**src/rtl/cpu_mem_pkg.sv**
```systemverilog
// Shared types and constants for the CPU's byte-wide memory port.
package cpu_mem_pkg;

  // Byte beats per 32-bit word transfer.
  localparam int BEATS     = 4;
  // Default size of the byte-array memory behind the port.
  localparam int MEM_BYTES = 256;

  // Port sequencer states.
  typedef enum logic [1:0] {
    IDLE = 2'd0,
    XFER = 2'd1,
    LAST = 2'd2,
    ACK  = 2'd3
  } state_e;

  // Requester identity. The encoding is visible in last_grant.
  typedef enum logic {
    FETCH = 1'b0,
    DATA  = 1'b1
  } owner_e;

endpackage

```
**src/rtl/mem_rr_arbiter2.sv**
```systemverilog
// Two-input round-robin grant for the memory port. On a tie the requester
// that did not win the previous grant wins. last_grant moves only when a
// grant is actually taken.
module mem_rr_arbiter2
  import cpu_mem_pkg::*;
(
  input  logic   clk,
  input  logic   rst,
  input  logic   fetch_req_i,
  input  logic   data_req_i,
  input  logic   grant_en_i,
  output logic   grant_valid_o,
  output owner_e grant_owner_o
);

  owner_e last_grant_q, last_grant_d;

  // Pick the winner and work out the next last_grant.
  always_comb begin
    // NOTE: every output of a combinational block gets a default before any
    // branch; a path that leaves one unassigned would infer a latch.
    grant_valid_o = fetch_req_i | data_req_i;
    grant_owner_o = FETCH;
    last_grant_d  = last_grant_q;

    if (fetch_req_i && data_req_i) begin
      grant_owner_o = (last_grant_q == DATA) ? FETCH : DATA;
    end else if (data_req_i) begin
      grant_owner_o = DATA;
    end

    if (grant_en_i && grant_valid_o) begin
      last_grant_d = grant_owner_o;
    end
  end

  // Hold the previous winner. After reset DATA counts as the last winner,
  // so fetch takes the first tie.
  always_ff @(posedge clk) begin
    // NOTE: state registers use non-blocking assignment so every flop
    // samples the values from before the edge, whatever the block order.
    if (rst) begin
      last_grant_q <= DATA;
    end else begin
      last_grant_q <= last_grant_d;
    end
  end

endmodule

```
**src/rtl/imem_port_arbiter.sv**
```systemverilog
// Shares the byte-wide memory port between instruction fetch and load/store.
// A granted word request becomes four byte beats. Read bytes are assembled
// little-endian, and the request completes with a registered one-cycle ack.
module imem_port_arbiter
  import cpu_mem_pkg::*;
#(
  parameter int ADDR_W = 8
) (
  input  logic              clk,
  input  logic              rst,
  // Instruction fetch requester
  input  logic              i_if_req,
  input  logic [31:0]       i_if_addr,
  output logic              o_if_ack,
  output logic [31:0]       o_if_rdata,
  // Load/store requester
  input  logic              i_d_req,
  input  logic              i_d_we,
  input  logic [31:0]       i_d_addr,
  input  logic [31:0]       i_d_wdata,
  input  logic [3:0]        i_d_be,
  output logic              o_d_ack,
  output logic [31:0]       o_d_rdata,
  // Byte memory port
  output logic              o_mem_en,
  output logic              o_mem_we,
  output logic [ADDR_W-1:0] o_mem_addr,
  output logic [7:0]        o_mem_wdata,
  input  logic [7:0]        i_mem_rdata,
  output logic              o_busy
);

  localparam int WIDX_W = ADDR_W - 2;

  state_e            state_q, state_d;
  logic [1:0]        beat_q, beat_d;
  owner_e            owner_q, owner_d;
  logic [WIDX_W-1:0] widx_q, widx_d;     // word index; byte lane comes from beat
  logic              we_q, we_d;
  logic [31:0]       wdata_q, wdata_d;
  logic [3:0]        be_q, be_d;
  logic [23:0]       asm_q, asm_d;       // bytes 0..2 of the word being read
  logic [31:0]       if_rdata_q, if_rdata_d;
  logic [31:0]       d_rdata_q, d_rdata_d;
  logic              if_ack_q, if_ack_d;
  logic              d_ack_q, d_ack_d;

  logic              grant_valid;
  owner_e            grant_owner;

  // The byte offset and any bits above the array size are deliberately
  // dropped. Every access is word-aligned and wraps modulo the array size.
  logic unused_addr_bits;
  assign unused_addr_bits = ^{i_if_addr, i_d_addr};

  mem_rr_arbiter2 u_arb (
    .clk           (clk),
    .rst           (rst),
    .fetch_req_i   (i_if_req),
    .data_req_i    (i_d_req),
    .grant_en_i    (state_q == IDLE),
    .grant_valid_o (grant_valid),
    .grant_owner_o (grant_owner)
  );

  // Sequencer next state: grant, beat counting, byte assembly, ack.
  always_comb begin
    state_d    = state_q;
    beat_d     = beat_q;
    owner_d    = owner_q;
    widx_d     = widx_q;
    we_d       = we_q;
    wdata_d    = wdata_q;
    be_d       = be_q;
    asm_d      = asm_q;
    if_rdata_d = if_rdata_q;
    d_rdata_d  = d_rdata_q;
    if_ack_d   = 1'b0;
    d_ack_d    = 1'b0;

    unique case (state_q)
      IDLE: begin
        if (grant_valid) begin
          owner_d = grant_owner;
          beat_d  = 2'd0;
          state_d = XFER;
          if (grant_owner == DATA) begin
            widx_d  = i_d_addr[ADDR_W-1:2];
            we_d    = i_d_we;
            wdata_d = i_d_wdata;
            be_d    = i_d_be;
          end else begin
            widx_d  = i_if_addr[ADDR_W-1:2];
            we_d    = 1'b0;
            wdata_d = '0;
            be_d    = '0;
          end
        end
      end

      XFER: begin
        // The memory read is registered, so this cycle carries the byte
        // addressed by the previous beat.
        if (!we_q) begin
          unique case (beat_q)
            2'd1:    asm_d[7:0]   = i_mem_rdata;
            2'd2:    asm_d[15:8]  = i_mem_rdata;
            2'd3:    asm_d[23:16] = i_mem_rdata;
            default: ;
          endcase
        end
        beat_d = beat_q + 2'd1;
        if (beat_q == 2'(BEATS - 1)) begin
          state_d = LAST;
        end
      end

      LAST: begin
        // Byte 3 arrives now. Publish the whole word to its owner only, so
        // the other requester's rdata stays stable.
        if (!we_q) begin
          if (owner_q == FETCH) begin
            if_rdata_d = {i_mem_rdata, asm_q};
          end else begin
            d_rdata_d  = {i_mem_rdata, asm_q};
          end
        end
        if (owner_q == FETCH) begin
          if_ack_d = 1'b1;
        end else begin
          d_ack_d  = 1'b1;
        end
        state_d = ACK;
      end

      ACK: begin
        state_d = IDLE;
      end

      default: begin
        state_d = IDLE;
      end
    endcase
  end

  // Sequencer and output registers. A reset abandons any transfer in flight
  // without acking it.
  always_ff @(posedge clk) begin
    if (rst) begin
      state_q    <= IDLE;
      beat_q     <= 2'd0;
      owner_q    <= FETCH;
      widx_q     <= '0;
      we_q       <= 1'b0;
      wdata_q    <= '0;
      be_q       <= '0;
      if_rdata_q <= '0;
      d_rdata_q  <= '0;
      if_ack_q   <= 1'b0;
      d_ack_q    <= 1'b0;
    end else begin
      state_q    <= state_d;
      beat_q     <= beat_d;
      owner_q    <= owner_d;
      widx_q     <= widx_d;
      we_q       <= we_d;
      wdata_q    <= wdata_d;
      be_q       <= be_d;
      if_rdata_q <= if_rdata_d;
      d_rdata_q  <= d_rdata_d;
      if_ack_q   <= if_ack_d;
      d_ack_q    <= d_ack_d;
    end
  end

  // Assembly buffer for bytes 0..2.
  always_ff @(posedge clk) begin
    // NOTE: this buffer has no reset on purpose. Every read overwrites all
    // three bytes before LAST consumes them, so a stale value never escapes.
    asm_q <= asm_d;
  end

  // Drive the memory port only while beats are being issued.
  always_comb begin
    o_mem_en    = 1'b0;
    o_mem_we    = 1'b0;
    o_mem_addr  = '0;
    o_mem_wdata = '0;
    if (state_q == XFER) begin
      o_mem_en   = 1'b1;
      o_mem_we   = we_q & be_q[beat_q];
      o_mem_addr = {widx_q, beat_q};
      unique case (beat_q)
        2'd0:    o_mem_wdata = wdata_q[7:0];
        2'd1:    o_mem_wdata = wdata_q[15:8];
        2'd2:    o_mem_wdata = wdata_q[23:16];
        default: o_mem_wdata = wdata_q[31:24];
      endcase
    end
  end

  assign o_if_ack   = if_ack_q;
  assign o_d_ack    = d_ack_q;
  assign o_if_rdata = if_rdata_q;
  assign o_d_rdata  = d_rdata_q;
  assign o_busy     = (state_q != IDLE);

endmodule
```
**config.mk**
```make
export PLATFORM = sky130hd
export DESIGN_NAME = imem_port_arbiter
export DESIGN_NICKNAME = d
export VERILOG_FILES = /design/src/rtl/cpu_mem_pkg.sv /design/src/rtl/mem_rr_arbiter2.sv /design/src/rtl/imem_port_arbiter.sv
export SDC_FILE = /design/constraint.sdc
export NUM_CORES = 1
export LEC_CHECK = 0
export BUFFER_PORTS_ARGS = -buffer_cell sky130_fd_sc_hd__buf_2
export CORE_ASPECT_RATIO = 1.2
export CORE_UTILIZATION = 48
export DETAILED_ROUTE_END_ITERATION = 12
export PLACE_DENSITY = 0.84
export SETUP_SLACK_MARGIN = 0.15
export SLEW_MARGIN = 5
export SYNTH_ARGS = -nofsm -noshare
export SYNTH_HDL_FRONTEND = slang
export SYNTH_SLANG_ARGS = --single-unit
```
**constraint.sdc**
```tcl
create_clock -name clk -period 2.2 [get_ports clk]
set_input_delay 0.22 -clock clk [delete_from_list [all_inputs] [get_ports clk]]
set_output_delay 0.22 -clock clk [all_outputs]
set_load 0.03 [all_outputs]
```
* Word-level counts from Yosys, hierarchy flattened *
Cells that the tools add are included.

operators by class
  add/subtract/negate cells = 1
  multipliers = 0
  div/mod/pow operators = 0
  magnitude comparators = 1
  eq/ne operators = 8
  shift operators = 0
  multiplexer cells = 21
  bitwise logic cells = 5
  reduce and logical (&&, ||, !) cells = 15

operator list
  operator               count
  $mux W32               1
  $pmux W8 S3            1
  $mux W8                2
  $reduce_and A3 Y1      5
  $mux W1                9
  $eq A2 B2 Y1 const B   4
  $pmux W2 S4            1
  $mux W2                3
  $mux W6                1
  $reduce_and A2 Y1      3
  $eq A2 B1 Y1 const B   2
  $logic_not A2 Y1       2
  $mux W4                1
  $ne A2 B2 Y1 const B   2
  $pmux W2 S2            1
  $reduce_bool A2 Y1     2
  $lt A2 B3 Y1 const B   1
  $not A1 Y1             3
  $add A2 B1 Y2 const B  1
  $bmux W1 S2            1
  $logic_and A1 B1 Y1    2
  $reduce_or A2 Y1       1
  $and A1 B1 Y1          1
  $or A1 B1 Y1           1

word-level totals
  register bits = 139
  bits in latches = 0
  RAM bits = 0
  memory bits (read-only) = 0
  input bits = 113
  output and inout bits = 85
  logic and storage cells = 66
  memories kept = 0

* Depth between registers and ports, before layout *
Gate-level depths: netlist of run 1.

  depth after elaboration = 4
  gate-level depth with buffers = 7
  mapped depth without buffers = 5

* Cells and area by module *
From an unflattened synthesis of run 1, not the netlist that was laid out.

unflattened totals
  cell total of the unflattened synthesis = 589
  area, all modules = 5351.4 um^2

by module, submodules not included
  module             times used  cells each  area each (um^2)  sequential area each (um^2)
  imem_port_arbiter  1           583         5295.1            3002.9
  mem_rr_arbiter2    1           6           56.3              20.0

* Worst setup path before layout of run 1 *
No wires, ideal clock.

  path type = reg2out
  start = reg state_q[1]
  end = out o_mem_we
  data arrival time = 1821 ps
  data required time = 1980 ps
  slack = 159 ps
  stages on the path, launching flop included = 6
  path through = dfxtp_1 > inv_1 > ha_1 > clkbuf_1 > nand2_1 > a211oi_1

on the way
  longest elaborated chain between the ends = 2

RTL lines
  item                    line                      source
  from (decl)             imem_port_arbiter.sv:35   state_e state_q, state_d;
  from (signal assigned)  imem_port_arbiter.sv:162  state_q <= state_d;
  $eq A2 B1 Y1            imem_port_arbiter.sv:189  if (state_q == XFER) begin
  $mux W1                 imem_port_arbiter.sv:189
  to (decl)               imem_port_arbiter.sv:26   output logic o_mem_we,

No other way between the ends.

* Worst setup path after layout of run 1 *
  start = reg beat_q[1]
  end = out o_mem_wdata[5]

on the way
  longest elaborated chain between the ends = 3
  elaborated cells on any way between the ends = 5

RTL lines
  item                                  line                      source
  from (decl)                           imem_port_arbiter.sv:36   logic [1:0] beat_q, beat_d;
  from (signal assigned)                imem_port_arbiter.sv:163  beat_q <= beat_d;
  $eq A2 B2 Y1 (tied with other cells)  imem_port_arbiter.sv:193  unique case (beat_q)
  $pmux W8 S3 (*)                       imem_port_arbiter.sv:193
  $mux W8 (*)                           imem_port_arbiter.sv:189
  to (decl)                             imem_port_arbiter.sv:28   output logic [7:0] o_mem_wdata,

Every way passes the cells marked *; elsewhere a longest branch is shown, timed or not.

==> results.toml, run 1 <==
[clock_tree]
clock-root-buffer = "clkbuf_16"
postCtsHoldBufs = 0
tritoncts = "done"
htree_levels = 4
clock_sinks = 139
cts_buffers = 17
cts_buffer_depth = 2
clk_latency_ps = 420
clk_pin_slew_ps = 60

[power_and_ir_drop]
vdd.ir_drop.worst_v = 0.000578
pwr_density_cell_mw_per_mm2 = 1190
leakage_nw = 2.77

[sta]
fmax_ghz = 0.489
relSlewSlack = 0.600
period_share = 0.930
hold_viol_final = 0
setup_ws_ps = 154
finalSetupTns_ps = 0
rsz0062_at_grt = "yes"
skew_ps = 11.2
final-setup-viol-count = 0
maxSlewViolCount = 0
fin_crit_ps = 2050
worstMarginPinSlew_ps = 600

[synthesis]
synth_area_leaders = "dfxtp_1, edfxtp_1, nand2_1"
avgSynthCellArea_um2 = 9.88
seq_area_frac_synth = 0.594
ys_top_cells_by_count = "nand2_1, dfxtp_1, a21oi_1"
synth.top_cell.area_share = 0.453
yosysMostFrequentCell = "nand2_1"
ys_ff_latch = 139
async_flop_share = 0
synth.yosys.warnings = 0
synth_edf_count = 24
synth.largest_area_cell = "dfxtp_1"
synthesis.nets = 635
netlist_area_mm2 = 0.00509
synth_ff_type = "dfxtp_1"
ys_types = 38
syn_inst = 515

[die]
core_mm2 = 0.0102
rows = 40
initial_core_util = 0.501
ioPinCount = 198
die_w_um = 96.0
dieHeight_um = 115
fp.dieArea_mm2 = 0.0110

[global_route]
grt_pass1_vias = 4102
grt_max_degree = 47
grt_pass1_wl_um = 19400
grt_usage = 0.235
antenna_found_initial = 0
grt-ovfl-total = 0

[setup_path]
arrival_ps = 1830
worst_setup_path_start_kind = "flip-flop"
crit_type = "flip-flop to output port"
required_ps = 1980
setup.worst_path.end_class = "output port"
worstPathMaxFanout = 8

[route]
vias = 4319
drt_iter0_drc = 183
wl_per_cell_um = 15.8
via_per_inst = 5.44
ant_nets = 0
wl_um = 12500
detail_route.first_pass.iterations = 6
drcViolationCount = 0

[placement]
placed_area_mm2 = 0.00587
routabilityCongestion = 0.758
portBuffers = 145
place_ws_ps = 275
dp_hpwl_um = 8290

[outcome]
run_status = "completed"

[finish]
drive_gt1_frac = 0.344
antenna_cells = 0
syn2layout_area_growth_pct = 29.3
final_nets = 775
finalInstanceArea_mm2 = 0.00658

[min_path]
min_path_type = "primary input to flip-flop"

[flow_run]
drv_cap = 0
## stage by stage
step | utilization | power (mW) | instances | hold slack, ps
2_1_floorplan | - | 4.35 | 515 | 319
3_3_place_gp | 0.578 | 4.76 | 758 | 430
3_5_place_dp | 0.578 | 4.84 | 758 | 432
4_1_cts | 0.645 | 7.86 | 793 | 4.41
5_1_grt | 0.647 | 8.18 | 794 | 10.1
6_report | 0.647 | 7.85 | 794 | 15.5
## layout by cell type, fill, tap and decap left out, types with 2 or more instances in the layout
master / count
dfxtp_4: 2
o21ai_0: 14
a211oi_1: 2
ha_1: 3
bufinv_16: 4
nor2b_1: 2
ha_2: 2
nor2_1: 4
clkinv_4: 4
buf_4: 13
a22o_1: 9
a21oi_1: 74
clkinvlp_4: 3
a31oi_1: 6
a22o_2: 28
nand2_1: 146
a222oi_1: 8
clkbuf_16: 17
mux2i_1: 2
and2_1: 12
or3b_1: 2
ha_4: 2
inv_4: 3
dfxtp_1: 113
buf_2: 142
edfxtp_1: 24
inv_1: 4
## sequential cells by signal (all words and copies together), names as in the netlist
| register | cells |
|---|---|
| asm_q | 24 |
| wdata_q | 32 |
| beat_q | 2 |
| widx_q | 6 |
| o_d_rdata | 32 |
| be_q | 4 |
| o_d_ack | 1 |
| u_arb.last_grant_q | 1 |
| we_q | 1 |
| owner_q | 1 |
| o_if_ack | 1 |
| state_q | 2 |
| o_if_rdata | 32 |
## worst paths after layout
kind                               from                         end  cells after the start  slack, ps
max reg2reg     state_q[0]$_SDFFE_PP0P_     wdata_q[5]$_SDFFE_PP0P_                      6        450
min                        i_d_wdata[8]     wdata_q[8]$_SDFFE_PP0P_                      2         20
min reg2reg  o_if_rdata[1]$_SDFFE_PP0P_  o_if_rdata[1]$_SDFFE_PP0P_                      2        450
max              beat_q[1]$_SDFFE_PP0P_              o_mem_wdata[5]                      5        150
## where the power goes
part	leakage [nW]	switching [mW]	internal [mW]
sequential	1.15	0.173	2.88
combinational	1.31	1.19	0.610
clock	0.303	1.09	1.90
total	2.77	2.45	5.39
## critical path, stage by stage, from the launching register on
cell and delay, ps:
dfxtp_4 390, inv_4 50, ha_4 180, a222oi_1 450, a21oi_1 150, buf_4 190
## metal layers
| metal | global-route usage | share of wire | routed length, um | vias up |
|---|---|---|---|---|
| li1 | - | - | - | 2080 |
| met1 | 0.266 | 0.40 | 5040 | 2025 |
| met2 | 0.412 | 0.50 | 6300 | 193 |
| met3 | 0.0529 | 0.071 | 890 | 21 |
| met4 | 0.112 | 0.023 | 289 | 0 |
| met5 | 0 | 0 | 0 | - |
## kinds of logic (layout without fill, tap and decap cells)
kind of cell,count (synthesis),in the layout,synth area share
DFF,139,139,0.594
and+or+nand+nor,175,175,0.147
adders and majority gates,7,7,0.0172
buffers and inverters,43,196,0.0398
AOI/OAI and AO/OA,149,149,0.198
muxes,2,2,0.00394
## area by class of cell
class	count	area [um2]
clock buffer	18	429
sequential	139	3030
multi-input combinational	333	1900
clock inverter	14	193
tap	126	158
inverter	7	32.5
timing repair inverter	1	7.51
fill	821	3580
timing repair buffer	156	828
## timing repair
item / in CTS / in global routing
resized for setup: 13 / 6
setup buffers: 3 / 0
pin swaps: 3 / 4
hold endpoints to repair: 0 / 0
gates cloned: 0 / 1
setup endpoints to repair: 8 / 9
Note: power is estimated with default switching activity, not from simulation.
==> run 2: changes to the inputs <==
--- a/config.mk
+++ b/config.mk
@@ -9,3 +9,3 @@
 export CORE_ASPECT_RATIO = 1.2
-export CORE_UTILIZATION = 48
+export CORE_UTILIZATION = 49
 export DETAILED_ROUTE_END_ITERATION = 12
@@ -16,2 +16,3 @@
 export SYNTH_HDL_FRONTEND = slang
+export SYNTH_HIERARCHICAL = 1
 export SYNTH_SLANG_ARGS = --single-unit
==> constraint.sdc (replaced) <==
create_clock -name clk -period 2.2 [get_ports clk]
set_input_delay 0.33 -clock clk [delete_from_list [all_inputs] [get_ports clk]]
set_output_delay 0.33 -clock clk [all_outputs]
set_load 0.03 [all_outputs]
==> run 2 against run 1 <==
Effect of this change: clock skew is 3.6 ps lower; synthesized cell count is 14% higher; register-to-register slack better by 20 ps; critical path depth rose by 1; sequential share of layout area decreased by 1.9 points; total power increased by 3.2%; count of clock-buffer cells in the layout rose by 2; worst setup slack worse by 99 ps; via count increased by 9.8%; first-iteration DRC count is 69% higher.
==> results.toml, run 2 <==
[global_route]
grt_pass1_wl_um = 21300
antenna_found_initial = 0
grt_usage = 0.242
grt_max_degree = 51
grt_pass1_vias = 4372
grt-ovfl-total = 0

[clock_tree]
clock_sinks = 139
postCtsHoldBufs = 0
clk_latency_ps = 420
htree_levels = 4
cts_buffers = 17
tritoncts = "done"
cts_buffer_depth = 2
clk_pin_slew_ps = 60
clock-root-buffer = "clkbuf_16"

[placement]
dp_hpwl_um = 9100
routabilityCongestion = 0.851
portBuffers = 145
placed_area_mm2 = 0.00608
place_ws_ps = 332

[synthesis]
synth.yosys.warnings = 6
synth_area_leaders = "dfxtp_1, edfxtp_1, nand2_1"
async_flop_share = 0
synth_edf_count = 24
ys_types = 38
synthesis.nets = 709
syn_inst = 589
synth_ff_type = "dfxtp_1"
synth.largest_area_cell = "dfxtp_1"
ys_top_cells_by_count = "nand2_1, dfxtp_1, a21oi_1"
yosysMostFrequentCell = "nand2_1"
synth.top_cell.area_share = 0.430
netlist_area_mm2 = 0.00535
ys_ff_latch = 139
seq_area_frac_synth = 0.565
avgSynthCellArea_um2 = 9.09

[die]
initial_core_util = 0.506
rows = 41
dieHeight_um = 116
ioPinCount = 198
fp.dieArea_mm2 = 0.0113
core_mm2 = 0.0106
die_w_um = 97.4

[min_path]
min_to = "wdata_q[9]$_SDFFE_PP0P_"
holdCritStartpoint = "i_d_wdata[9]"
holdPathStages = 3
min_path_type = "primary input to flip-flop"

[sta]
hold_viol_final = 0
fin_crit_ps = 2140
setup_ws_ps = 55.5
finalSetupTns_ps = 0
relSlewSlack = 0.609
period_share = 0.975
rsz0062_at_grt = "yes"
final-setup-viol-count = 0
fmax_ghz = 0.466
worstMarginPinSlew_ps = 585
maxSlewViolCount = 0
skew_ps = 7.66

[route]
drcViolationCount = 0
detail_route.first_pass.iterations = 6
drt_iter0_drc = 310
wl_um = 13900
vias = 4743
wl_per_cell_um = 16.0
ant_nets = 0
via_per_inst = 5.47

[power_and_ir_drop]
power_mw = 8.10
vdd.ir_drop.worst_v = 0.000638
pwr_density_cell_mw_per_mm2 = 1180
leakage_nw = 2.75

[setup_path]
setup.worst_path.end_class = "output port"
r2r_end = "o_if_rdata[6]$_SDFFE_PP0P_"
timing.rr.start = "state_q[0]$_SDFFE_PP0P_"
r2r_cells = 6
r2r_slack_ps = 470
crit_type = "flip-flop to output port"
worstPathMaxFanout = 6
worst_setup_path_start_kind = "flip-flop"
required_ps = 1870
arrival_ps = 1810

[finish]
finalInstanceArea_mm2 = 0.00687
layout_common_cells = "nand2_1, buf_2, a21oi_1, dfxtp_1, nand3_1"
mostFrequentLayoutCell = "nand2_1"
final_nets = 845
drive_gt1_frac = 0.301
fill_cells = 845
syn2layout_area_growth_pct = 28.3
antenna_cells = 0

[flow_run]
drv_cap = 0

[outcome]
run_status = "completed"
-- run 2: cell types whose count changed after synthesis, moves of 4 or more --
cell / delta
nor2_1: +4
mux2i_1: +5
o21ai_0: -6
a21oi_1: +39
a22o_2: -28
a31oi_1: -6
a211oi_1: +4
nand2_1: +16
a22o_1: -9
nand3_1: +38
buf_6: +5
nand2_2: +7
-- run 2: cell type report --
type | instances | area, um2 | area share
clock buffer | 20 | 458 | 0.0667
sequential | 139 | 3030 | 0.441
timing repair inverter | 1 | 7.51 | 0.00109
tap | 129 | 161 | 0.0235
timing repair buffer | 164 | 962 | 0.140
inverter | 6 | 28.8 | 0.00419
clock inverter | 12 | 113 | 0.0164
multi-input combinational | 396 | 2110 | 0.307
-- run 2: per-stage QoR --
stage,util,hold WS (ps),cells
global route,0.650,180,867
global placement,0.576,439,826
CTS,0.641,167,862
floorplan,-,429,589
detailed placement,0.576,445,826
finish,0.650,182,867
-- run 2: how the worst max path moves through the flow --
stage / startpoint / end / slack (ps) / cells past startpoint
floorplan: state_q[1]$_SDFFE_PP0P_ / o_mem_wdata[0] / 240 / 5
global placement: beat_q[0]$_SDFFE_PP0P_ / o_mem_wdata[4] / 370 / 5
detailed placement: beat_q[0]$_SDFFE_PP0P_ / o_mem_wdata[4] / 330 / 5
CTS: beat_q[1]$_SDFFE_PP0P_ / o_mem_wdata[2] / 130 / 5
global route: beat_q[1]$_SDFFE_PP0P_ / o_mem_wdata[5] / 9 / 6
finish: beat_q[1]$_SDFFE_PP0P_ / o_mem_wdata[1] / 60 / 6
-- run 2: per-layer routing --
| layer | routed length [um] | global-route usage |
|---|---|---|
| met1 | 5260 | 0.271 |
| met2 | 7110 | 0.431 |
| met3 | 1180 | 0.0724 |
| met4 | 341 | 0.108 |
| met5 | 0 | 0 |
-- run 2: cells by family (layout without fill, tap and decap cells) --
| kind of cell | count (synthesis) | after routing | share of synthesized area |
|---|---|---|---|
| AO/OA/AOI/OAI | 140 | 140 | 0.144 |
| adder cells (fa/ha/maj) | 7 | 7 | 0.0164 |
| buffers and inverters | 54 | 203 | 0.0585 |
| flip-flops | 139 | 139 | 0.565 |
| multiplexers | 8 | 8 | 0.0173 |
| AND/OR/NAND/NOR | 241 | 241 | 0.199 |
-- run 2: repair_timing --
action / 4_1_cts / 5_1_grt
gates cloned: 1 / 0
pin swaps: 9 / 6
buffers inserted: 3 / 5
endpoints found under the setup margin: 17 / 12
resized for setup: 32 / 12
-- run 2: power breakdown --
part           switching (mW)  internal (mW)
Combinational            1.51          0.768
Clock                    1.09           1.63
Sequential              0.205           2.89
-- run 2: critical path, cell delays in order, from the launching register on --
cell and delay (ps):
dfxtp_4 380, inv_4 50, ha_4 180, buf_6 130, a222oi_1 320, a21oi_1 140
buf_4 190
==> run 3: changes to the inputs <==
==> constraint.sdc (replaced) <==
create_clock -name clk -period 2.2 [get_ports clk]
set_input_delay 0.11 -clock clk [delete_from_list [all_inputs] [get_ports clk]]
set_output_delay 0.11 -clock clk [all_outputs]
set_load 0.03 [all_outputs]
==> run 3 against run 2 <==
Effect of this change: register-to-register slack gained 20 ps; non-clock buffer count rose by 37; sequential share of layout area down 1.5 points; design area grew 3.4%; highest routed layer unchanged; wire length up 4.5%; critical path type unchanged; sequential power about the same; count of clock-buffer cells in the layout down 2; clock power decreased by 4%; sequential cell count stayed put; largest power group unchanged; via count up 3.6%; cell count is 4.3% higher.
==> results.toml, run 3 (synthesized netlist as in run 2, its figures left out) <==
[clock_tree]
tritoncts = "done"
cts_buffer_depth = 2
clock-root-buffer = "clkbuf_16"
clk_latency_ps = 420
htree_levels = 4
clk_pin_slew_ps = 60
cts_buffers = 17
clock_sinks = 139

[global_route]
grt_pass1_vias = 4622
grt-ovfl-total = 0
grt_usage = 0.258
grt_pass1_wl_um = 22600
grt_max_degree = 82
antenna_found_initial = 0

[power_and_ir_drop]
pwr_density_cell_mw_per_mm2 = 1110
leakage_nw = 2.88
power_mw = 7.86
vdd.ir_drop.worst_v = 0.000581

[sta]
rsz0062_at_grt = "no"
fmax_ghz = 0.511
worstMarginPinSlew_ps = 833
finalSetupTns_ps = 0
final-setup-viol-count = 0
maxSlewViolCount = 0
period_share = 0.890
hold_viol_final = 0
relSlewSlack = 0.445
fin_crit_ps = 1960
fin_hold_ws_ps = 38.3
skew_ps = 13.7

[setup_path]
worstPathMaxFanout = 9
arrival_ps = 1850
startpoint = "beat_q[1]$_SDFFE_PP0P_"
worst_setup_path_start_kind = "flip-flop"
required_ps = 2090
timing.rr.start = "state_q[1]$_SDFFE_PP0P_"
crit_type = "flip-flop to output port"
setup.worst_path.end_class = "output port"

[route]
m1WireLength_um = 5510
via_per_inst = 5.43
vias = 4912
ant_nets = 0
met3_length_um = 1170
highest_layer = "met4"
detail_route.first_pass.iterations = 8
drt_iter0_drc = 335
wl_um = 14500
wl_met2_um = 7540
drcViolationCount = 0
wl_per_cell_um = 16.1

[die]
dieHeight_um = 116
die_w_um = 97.4
core_mm2 = 0.0106
fp.dieArea_mm2 = 0.0113
ioPinCount = 198
initial_core_util = 0.506
rows = 41

[min_path]
min_path_type = "primary input to flip-flop"
holdCritStartpoint = "i_mem_rdata[0]"

[placement]
dp_hpwl_um = 8840
portBuffers = 145
dp_cells = 824
routabilityCongestion = 0.856

[outcome]
run_status = "completed"

[finish]
syn2layout_area_growth_pct = 32.7
final_util = 0.672
fin_cells = 904
final_nets = 882
drive_gt1_frac = 0.268
antenna_cells = 0
mostFrequentLayoutCell = "nand2_1"
layout_common_cells = "nand2_1, buf_2, a21oi_1, dfxtp_1, dlygate4sd3_1"

[flow_run]
drv_cap = 0
[run 3: timing repair]
item,in CTS,in global routing
resized for setup,3,5
hold endpoints to repair,66,0
gates cloned,0,1
pin swaps,1,1
setup endpoints to repair,8,8
setup buffers,0,2
hold buffers,45,0
[run 3: worst max-delay path: stages (launching register included)]
cell and delay, ps:
dfxtp_2 390, inv_1 80, ha_2 240, a222oi_1 420, a21oi_1 130, buf_2 190
[run 3: through the flow]
| stage | area, um2 | setup slack (ps) |
|---|---|---|
| after global routing | 7100 | 169 |
| after detailed placement | 6070 | 485 |
| after global placement | 6070 | 559 |
| after CTS | 7070 | 168 |
| final | 7100 | 243 |
| after floorplan | 5350 | 462 |
[run 3: where the power goes]
group / switching (mW) / internal (mW) / total (mW)
registers: 0.189 / 2.89 / 3.08
logic: 1.47 / 0.697 / 2.16
clock network: 1.13 / 1.49 / 2.62
[run 3: path summary, 6_finish.rpt]
kind / endpoint / slack [ps] / cells past startpoint
worst max-delay path: o_mem_wdata[4] / 240 / 5
worst max register to register: asm_q[23]$_DFFE_PP_ / 490 / 4
worst min-delay path: o_if_rdata[24]$_SDFFE_PP0P_ / 40 / 3
worst min register to register: be_q[2]$_SDFFE_PP0P_ / 450 / 2
[run 3: final cells by class]
class                           count  area [um2]
Inverter                            6        26.3
Multi-Input combinational cell    396        2030
Fill cell                         777        3470
Timing Repair Buffer              201        1300
Clock inverter                     14         109
Tap cell                          129         161
Timing Repair inverter              1        7.51
Clock buffer                       18         439
Sequential cell                   139        3030
[run 3: layer usage]
metal / vias to the layer above / GRT usage
met5: - / 0
met4: 0 / 0.101
met3: 34 / 0.0826
met2: 250 / 0.454
met1: 2283 / 0.294
li1: 2345 / -
